## src/rtl/conv_result_streamer_if.sv

```systemverilog
// Result stream carried from the convolution result streamer to its consumer.
// Holds one result byte per beat, the beat's result index and a last-beat marker.
interface conv_result_streamer_if #(
    parameter int DATA_W = 8
);
    logic              m_valid;
    logic [DATA_W-1:0] m_data;
    logic [1:0]        m_idx;
    logic              m_last;
    logic              m_ready;

    modport master (
        output m_valid,
        output m_data,
        output m_idx,
        output m_last,
        input  m_ready
    );

    modport slave (
        input  m_valid,
        input  m_data,
        input  m_idx,
        input  m_last,
        output m_ready
    );
endinterface

```

## src/rtl/conv_result_streamer.sv

```systemverilog
// Reader/sequencer for the 4x4-input / 3x3-filter systolic convolution engines.
// It releases the engine reset, waits a fixed compute latency and captures the 2x2 result.
// It then streams o00, o01, o10, o11 one byte per beat over valid/ready.
module conv_result_streamer #(
    parameter int DATA_W  = 8,
    parameter int LATENCY = 12,
    parameter int CNT_W   = 5
) (
    input  logic                     clk,
    input  logic                     rst,      // asynchronous, active-low
    input  logic                     start,
    input  logic                     clr,
    input  logic [DATA_W-1:0]        o00,
    input  logic [DATA_W-1:0]        o01,
    input  logic [DATA_W-1:0]        o10,
    input  logic [DATA_W-1:0]        o11,
    output logic                     eng_rst,
    output logic                     busy,
    output logic                     overrun,
    conv_result_streamer_if.master   m_if
);

    typedef enum logic [1:0] {
        S_IDLE = 2'd0,
        S_KICK = 2'd1,
        S_WAIT = 2'd2,
        S_SEND = 2'd3
    } state_t;

    localparam logic [CNT_W-1:0] CNT_LAST = CNT_W'(LATENCY - 1);

    state_t            state_q;
    logic [CNT_W-1:0]  cnt_q;
    logic [DATA_W-1:0] buf_q [4];
    logic              eng_rst_q;
    logic              busy_q;
    logic              overrun_q;
    logic              m_valid_q;
    logic [DATA_W-1:0] m_data_q;
    logic [1:0]        m_idx_q;
    logic              m_last_q;

    // Sequencer: reset pulse, latency count, result capture and beat streaming, all outputs registered.
    always_ff @(posedge clk or negedge rst) begin
        if (!rst) begin
            state_q   <= S_IDLE;
            cnt_q     <= {CNT_W{1'b0}};
            for (int i = 0; i < 4; i++) begin
                buf_q[i] <= {DATA_W{1'b0}};
            end
            eng_rst_q <= 1'b1;
            busy_q    <= 1'b0;
            overrun_q <= 1'b0;
            m_valid_q <= 1'b0;
            m_data_q  <= {DATA_W{1'b0}};
            m_idx_q   <= 2'd0;
            m_last_q  <= 1'b0;
        end else begin
            // A start seen outside IDLE is dropped but flagged; a new overrun beats a same-edge clear.
            if (start && (state_q != S_IDLE)) begin
                overrun_q <= 1'b1;
            end else if (clr) begin
                overrun_q <= 1'b0;
            end else begin
                overrun_q <= overrun_q;
            end

            case (state_q)
                S_IDLE: begin
                    eng_rst_q <= 1'b1;
                    if (start) begin
                        state_q <= S_KICK;
                        busy_q  <= 1'b1;
                    end else begin
                        state_q <= S_IDLE;
                    end
                end
                S_KICK: begin
                    // Engine is held in reset for this one cycle, then released for the count.
                    state_q   <= S_WAIT;
                    cnt_q     <= {CNT_W{1'b0}};
                    eng_rst_q <= 1'b0;
                end
                S_WAIT: begin
                    if (cnt_q == CNT_LAST) begin
                        // Snapshot the engine results so later changes cannot reach the stream.
                        buf_q[0]  <= o00;
                        buf_q[1]  <= o01;
                        buf_q[2]  <= o10;
                        buf_q[3]  <= o11;
                        state_q   <= S_SEND;
                        eng_rst_q <= 1'b1;
                        m_valid_q <= 1'b1;
                        m_idx_q   <= 2'd0;
                        m_data_q  <= o00;
                        m_last_q  <= 1'b0;
                    end else begin
                        cnt_q <= cnt_q + CNT_W'(1);
                    end
                end
                S_SEND: begin
                    if (m_if.m_ready) begin
                        if (m_idx_q == 2'd3) begin
                            // Final beat accepted: m_data keeps its last value.
                            state_q   <= S_IDLE;
                            m_valid_q <= 1'b0;
                            m_last_q  <= 1'b0;
                            m_idx_q   <= 2'd0;
                            busy_q    <= 1'b0;
                        end else begin
                            m_idx_q  <= m_idx_q + 2'd1;
                            m_data_q <= buf_q[m_idx_q + 2'd1];
                            m_last_q <= (m_idx_q == 2'd2);
                        end
                    end else begin
                        m_idx_q <= m_idx_q;
                    end
                end
                default: begin
                    state_q   <= S_IDLE;
                    eng_rst_q <= 1'b1;
                    busy_q    <= 1'b0;
                    m_valid_q <= 1'b0;
                    m_last_q  <= 1'b0;
                    m_idx_q   <= 2'd0;
                end
            endcase
        end
    end

    assign eng_rst        = eng_rst_q;
    assign busy           = busy_q;
    assign overrun        = overrun_q;
    assign m_if.m_valid   = m_valid_q;
    assign m_if.m_data    = m_data_q;
    assign m_if.m_idx     = m_idx_q;
    assign m_if.m_last    = m_last_q;

endmodule
```

## src/flat_wrapper.sv

```systemverilog
// flat-port wrapper written by rule: the top's interface ports become plain ports
module conv_result_streamer_flat 
#(
    parameter int DATA_W  = 8,
    parameter int LATENCY = 12,
    parameter int CNT_W   = 5
)
  (clk, rst, start, clr, o00, o01, o10, o11, eng_rst, busy, overrun, m_if_m_valid, m_if_m_data, m_if_m_idx, m_if_m_last, m_if_m_ready);
  conv_result_streamer_if #(.DATA_W(DATA_W)) m_if_i ();
  input  logic clk;
  input  logic rst;
  input  logic start;
  input  logic clr;
  input  logic [DATA_W-1:0] o00;
  input  logic [DATA_W-1:0] o01;
  input  logic [DATA_W-1:0] o10;
  input  logic [DATA_W-1:0] o11;
  output logic eng_rst;
  output logic busy;
  output logic overrun;
  output wire logic [$bits(m_if_i.m_valid)-1:0] m_if_m_valid;
  output wire logic [$bits(m_if_i.m_data)-1:0] m_if_m_data;
  output wire logic [$bits(m_if_i.m_idx)-1:0] m_if_m_idx;
  output wire logic [$bits(m_if_i.m_last)-1:0] m_if_m_last;
  input wire logic [$bits(m_if_i.m_ready)-1:0] m_if_m_ready;
  assign m_if_m_valid = m_if_i.m_valid;
  assign m_if_m_data = m_if_i.m_data;
  assign m_if_m_idx = m_if_i.m_idx;
  assign m_if_m_last = m_if_i.m_last;
  assign m_if_i.m_ready = m_if_m_ready;
  conv_result_streamer #(.DATA_W(DATA_W), .LATENCY(LATENCY), .CNT_W(CNT_W)) u_core (.clk(clk), .rst(rst), .start(start), .clr(clr), .o00(o00), .o01(o01), .o10(o10), .o11(o11), .eng_rst(eng_rst), .busy(busy), .overrun(overrun), .m_if(m_if_i));
endmodule
```

## config.mk

```make
export PLATFORM = sky130hd
export DESIGN_NAME = conv_result_streamer_flat
export DESIGN_NICKNAME = d
export VERILOG_FILES = /design/src/rtl/conv_result_streamer_if.sv /design/src/rtl/conv_result_streamer.sv /design/src/flat_wrapper.sv
export SDC_FILE = /design/constraint.sdc
export NUM_CORES = 1
export LEC_CHECK = 0
export CAP_MARGIN = 10
export CORE_ASPECT_RATIO = 0.9
export CORE_UTILIZATION = 56
export DETAILED_ROUTE_END_ITERATION = 8
export GPL_ROUTABILITY_DRIVEN = 0
export PLACE_DENSITY_LB_ADDON = 0.05
export SETUP_SLACK_MARGIN = 0.02
export SLEW_MARGIN = 30
export SYNTH_ARGS = -nofsm -noshare
export SYNTH_HDL_FRONTEND = slang
export SYNTH_SLANG_ARGS = --single-unit
```

## constraint.sdc

```tcl
create_clock -name clk -period 3.57 [get_ports clk]
set_clock_uncertainty 0.1 [all_clocks]
set_input_delay 0.714 -clock clk [delete_from_list [all_inputs] [get_ports clk]]
set_output_delay 0.714 -clock clk [all_outputs]
set_load 0.01 [all_outputs]
```

==> parameters.txt <==
Parameter                              Value

Clock tree
  Cell at the root of the clock tree ... sky130_fd_sc_hd__clkbuf_8
  CTS Buf Count ... 5
  H-tree levels ... 2
  Post-CTS Setup Bufs ... 0
  Insertion delay of the later-clocked pin in the worst-skew pair ... between 300 and 400 ps
  CTS sink cnt ... 54
  Buffers from clock root to sink, at most ... 2
  Clock-pin slew of the registers on the worst-case setup and hold paths ... roughly 100 ps
  Count of hold-fix buffers inserted at cts ... 0
  CTS tree ... built
  Cells resized by post-CTS repair ... 0

Synthesis
  Area share of the largest cell type after synthesis ... 0.475
  Number of enable flip-flop cells after synthesis ... 0
  Proportion of register bits with asynchronous set or reset after synthesis ... 1.00
  Synth Cell Area ... 0.00279 sq mm
  Library cell with the highest instance count after synthesis ... sky130_fd_sc_hd__dfrtp_1
  Most common flop cell mapped by yosys ... sky130_fd_sc_hd__dfrtp_1
  Flip-flop and latch count after synthesis ... between 50 and 60
  Synth area leaders ... sky130_fd_sc_hd__dfrtp_1, sky130_fd_sc_hd__mux2_4, sky130_fd_sc_hd__mux2_2, sky130_fd_sc_hd__ha_1, sky130_fd_sc_hd__o21ai_0
  Avg Cell Area, Syn ... approximately 13 sq um
  Post-synthesis net count ... 267
  Synthesis Warnings ... 0
  Sequential cell area fraction in the yosys report ... 0.484
  Post-synthesis cell type with the largest combined area ... sky130_fd_sc_hd__dfrtp_1
  Leading post-synthesis cells by instance count ... sky130_fd_sc_hd__dfrtp_1, sky130_fd_sc_hd__mux2_4, sky130_fd_sc_hd__nand2_1, sky130_fd_sc_hd__o21ai_0, sky130_fd_sc_hd__a21oi_1
  Count of cell types in the netlist ... 36
  Count of mapped cells out of synthesis ... ~220

Die
  Effective utilization at floorplan ... 0.578
  # IOs ... 52
  Die Footprint ... 0.00528 sq mm
  Die width ... between 70 and 80 microns
  Number of placement rows ... 24
  Placeable core region ... about 0.0048 sq mm
  Vert. Die Dim ... just under 70 microns

Worst setup path
  Largest incremental delay on the critical path ... 760 ps
  Crit Path Class ... reg -> out
  CP Cell Sequence ... clkdlybuf4s50_1
  Critical Path Sink Type ... output pin
  Data arrival at the endpoint of the critical path ... 1750 ps
  WP depth ... 1
  Worst EP required ... around 2800 ps
  CP max stage cell ... sky130_fd_sc_hd__dfrtp_1
  Largest fanout on the critical path ... 22
  CP delay by family, top ... flip-flops
  Reg2reg path depth ... 5
  Worst Setup Start Kind ... flop
  Crit path buffers/inverters ... 1
  Worst setup slack for register-to-register paths ... around 1300 ps

STA
  Final worst-path cycle share ... 0.718
  Tightest Pin Transition ... between 700 and 800 ps
  Shortest period the worst path allows ... about 2600 ps
  Maximum clock frequency ... around 390 MHz
  Setup TNS ... 0 ps
  Total count of hold-check failures in the final report ... 0
  Setup Viol. Count Final ... 0
  Unrepaired setup endpoints after global routing ... false
  Final slew viol count ... 0
  Relative slew slack ... 0.521

Layout
  Area of all placed cells without fillers ... approximately 0.0034 sq mm
  Net count of the finished layout ... 314
  Fraction of final layout cells with drive strength greater than 1 ... 0.196
  Diode count ... 0
  Area growth from synthesis to final layout ... 21.4%
  Fill cell count ... roughly 350

Global route
  Initial antenna violation count ... 0
  Final global-route overflow total ... 0
  Combined global-route utilization of all metal layers ... 0.221
  Via count of the first global-routing pass ... roughly 1700
  Global-route wire length before repair ... approximately 9.1 mm
  Pin count of the biggest net entering global routing ... 34

Routing
  Via total after detailed routing ... 1777
  Post-detailed-route via-to-cell ratio ... 5.29
  Starting DRT DRC Count ... between 150 and 200
  Number of search-and-repair iterations in the first detailed-routing pass ... 4
  Final wirelength ... ~5.4 mm
  Number of nets still failing antenna checks after routing ... 0
  Detailed-route wire length per cell ... between 15 and 20 microns
  Remaining DRCs ... 0

Power and ir drop
  Power per Cell Area ... between 600 and 700 mW/mm^2
  Leak ... around 1.5 nW
  Largest vdd supply drop ... about 0.00035 V

Place
  HPWL reported at the end of detailed placement ... 3.79 mm
  Port buffer count ... 51
  Instance area at placement ... 0.00328 sq mm

Min path
  Tightest Hold Check Type ... in -> async

Flow run
  Number of max-cap violations ... 0

Run status
  Outcome ... finished clean
[through the flow]
| stage | power [mW] | utilization | cells | hold WS [ps] | worst slack, ps |
|---|---|---|---|---|---|
| final | 2.18 | 0.702 | 336 | 346 | 1010 |
| after floorplan | 1.47 | - | 223 | 318 | 1560 |
| after global placement | 1.75 | 0.679 | 328 | 376 | 1310 |
| after global routing | 2.32 | 0.702 | 336 | 412 | 872 |
| after CTS | 2.19 | 0.702 | 336 | 376 | 985 |
| after detailed placement | 1.77 | 0.679 | 328 | 387 | 1270 |
[routing by layer]
| metal | track usage | vias to the layer above | wire (microns) |
|---|---|---|---|
| met5 | 0 | - | 0 |
| met4 | 0.0577 | 0 | 47 |
| met3 | 0.0450 | 6 | 246 |
| met2 | 0.304 | 58 | 2200 |
| met1 | 0.352 | 818 | 2860 |
| li1 | - | 895 | - |
[layout make-up]
type | instances | area [sq um] | area share
clock buffers | 6 | 72.6 | 0.0214
inverters | 9 | 47.5 | 0.0140
multi-input cells | 148 | 1290 | 0.380
well taps | 65 | 81.3 | 0.0240
flip-flops and latches | 54 | 1350 | 0.399
repair buffers | 52 | 513 | 0.151
clock inverters | 2 | 37.5 | 0.0111
[power breakdown]
part,internal (mW),switching (mW)
Clock,0.209,0.197
Combinational,0.469,0.454
Sequential,0.733,0.115
[final timing paths]
path,startpoint,to
max in group asynchronous,rst,u_core.buf_q[15]$_DFFE_PN0P_
min in group clk,u_core.eng_rst$_DFFE_PN1P_,u_core.eng_rst$_DFFE_PN1P_
hold reg to reg,u_core.eng_rst$_DFFE_PN1P_,u_core.eng_rst$_DFFE_PN1P_
setup / recovery,u_core.m_if.m_idx[0]$_DFFE_PN0P_,m_if_m_idx[0]
hold / removal,rst,u_core.overrun$_DFFE_PN0P_
setup reg to reg,u_core.m_if.m_idx[0]$_DFFE_PN0P_,u_core.m_if.m_data[7]$_DFFE_PN0P_
[worst reg2reg max path: stages (launching register included)]
cell and delay, ps:
sky130_fd_sc_hd__dfrtp_1 760, sky130_fd_sc_hd__inv_1 110, sky130_fd_sc_hd__ha_1 470, sky130_fd_sc_hd__nand2b_1 290, sky130_fd_sc_hd__a211oi_1 330, sky130_fd_sc_hd__o31ai_1 120
[cells by family after synthesis]
logic type / after synthesis / synth area share
flops: 54 / 0.484
compound gates: 52 / 0.120
mux: 45 / 0.219
simple gates: 44 / 0.0909
buf+inv: 21 / 0.0551
fa+ha+maj: 7 / 0.0313
[flip-flops by register name, indices dropped and copies added, names as in the netlist]
name	cells
u_core.buf_q	32
u_core.state_q	2
u_core.busy	1
u_core.cnt_q	5
u_core.m_if.m_data	8
u_core.overrun	1
u_core.m_if.m_valid	1
u_core.eng_rst	1
u_core.m_if.m_idx	2
u_core.m_if.m_last	1
[cell usage in the layout, fill, tap and decap left out, drive strengths merged]
master / Yosys / layout
bufinv: 1 / 2
a22o: 1 / 1
or3b: 1 / 1
o311ai: 1 / 1
mux2: 39 / 39
nand3: 4 / 4
a221o: 1 / 1
inv: 8 / 8
nor2: 8 / 8
o21ai: 14 / 14
and3b: 1 / 1
o31ai: 5 / 5
a2bb2oi: 1 / 1
nand4: 1 / 1
nor2b: 7 / 7
nand2: 16 / 16
o22a: 1 / 1
a21oi: 11 / 11
a211oi: 5 / 5
mux2i: 6 / 6
nand2b: 5 / 5
clkbuf: 6 / 6
ha: 7 / 7
dfstp: 1 / 1
clkinvlp: 0 / 1
clkdlybuf4s50: 0 / 50
buf: 6 / 2
o22ai: 11 / 11
a31oi: 1 / 1
dfrtp: 53 / 53
and4bb: 1 / 1
(Power assumes the default switching activity.)
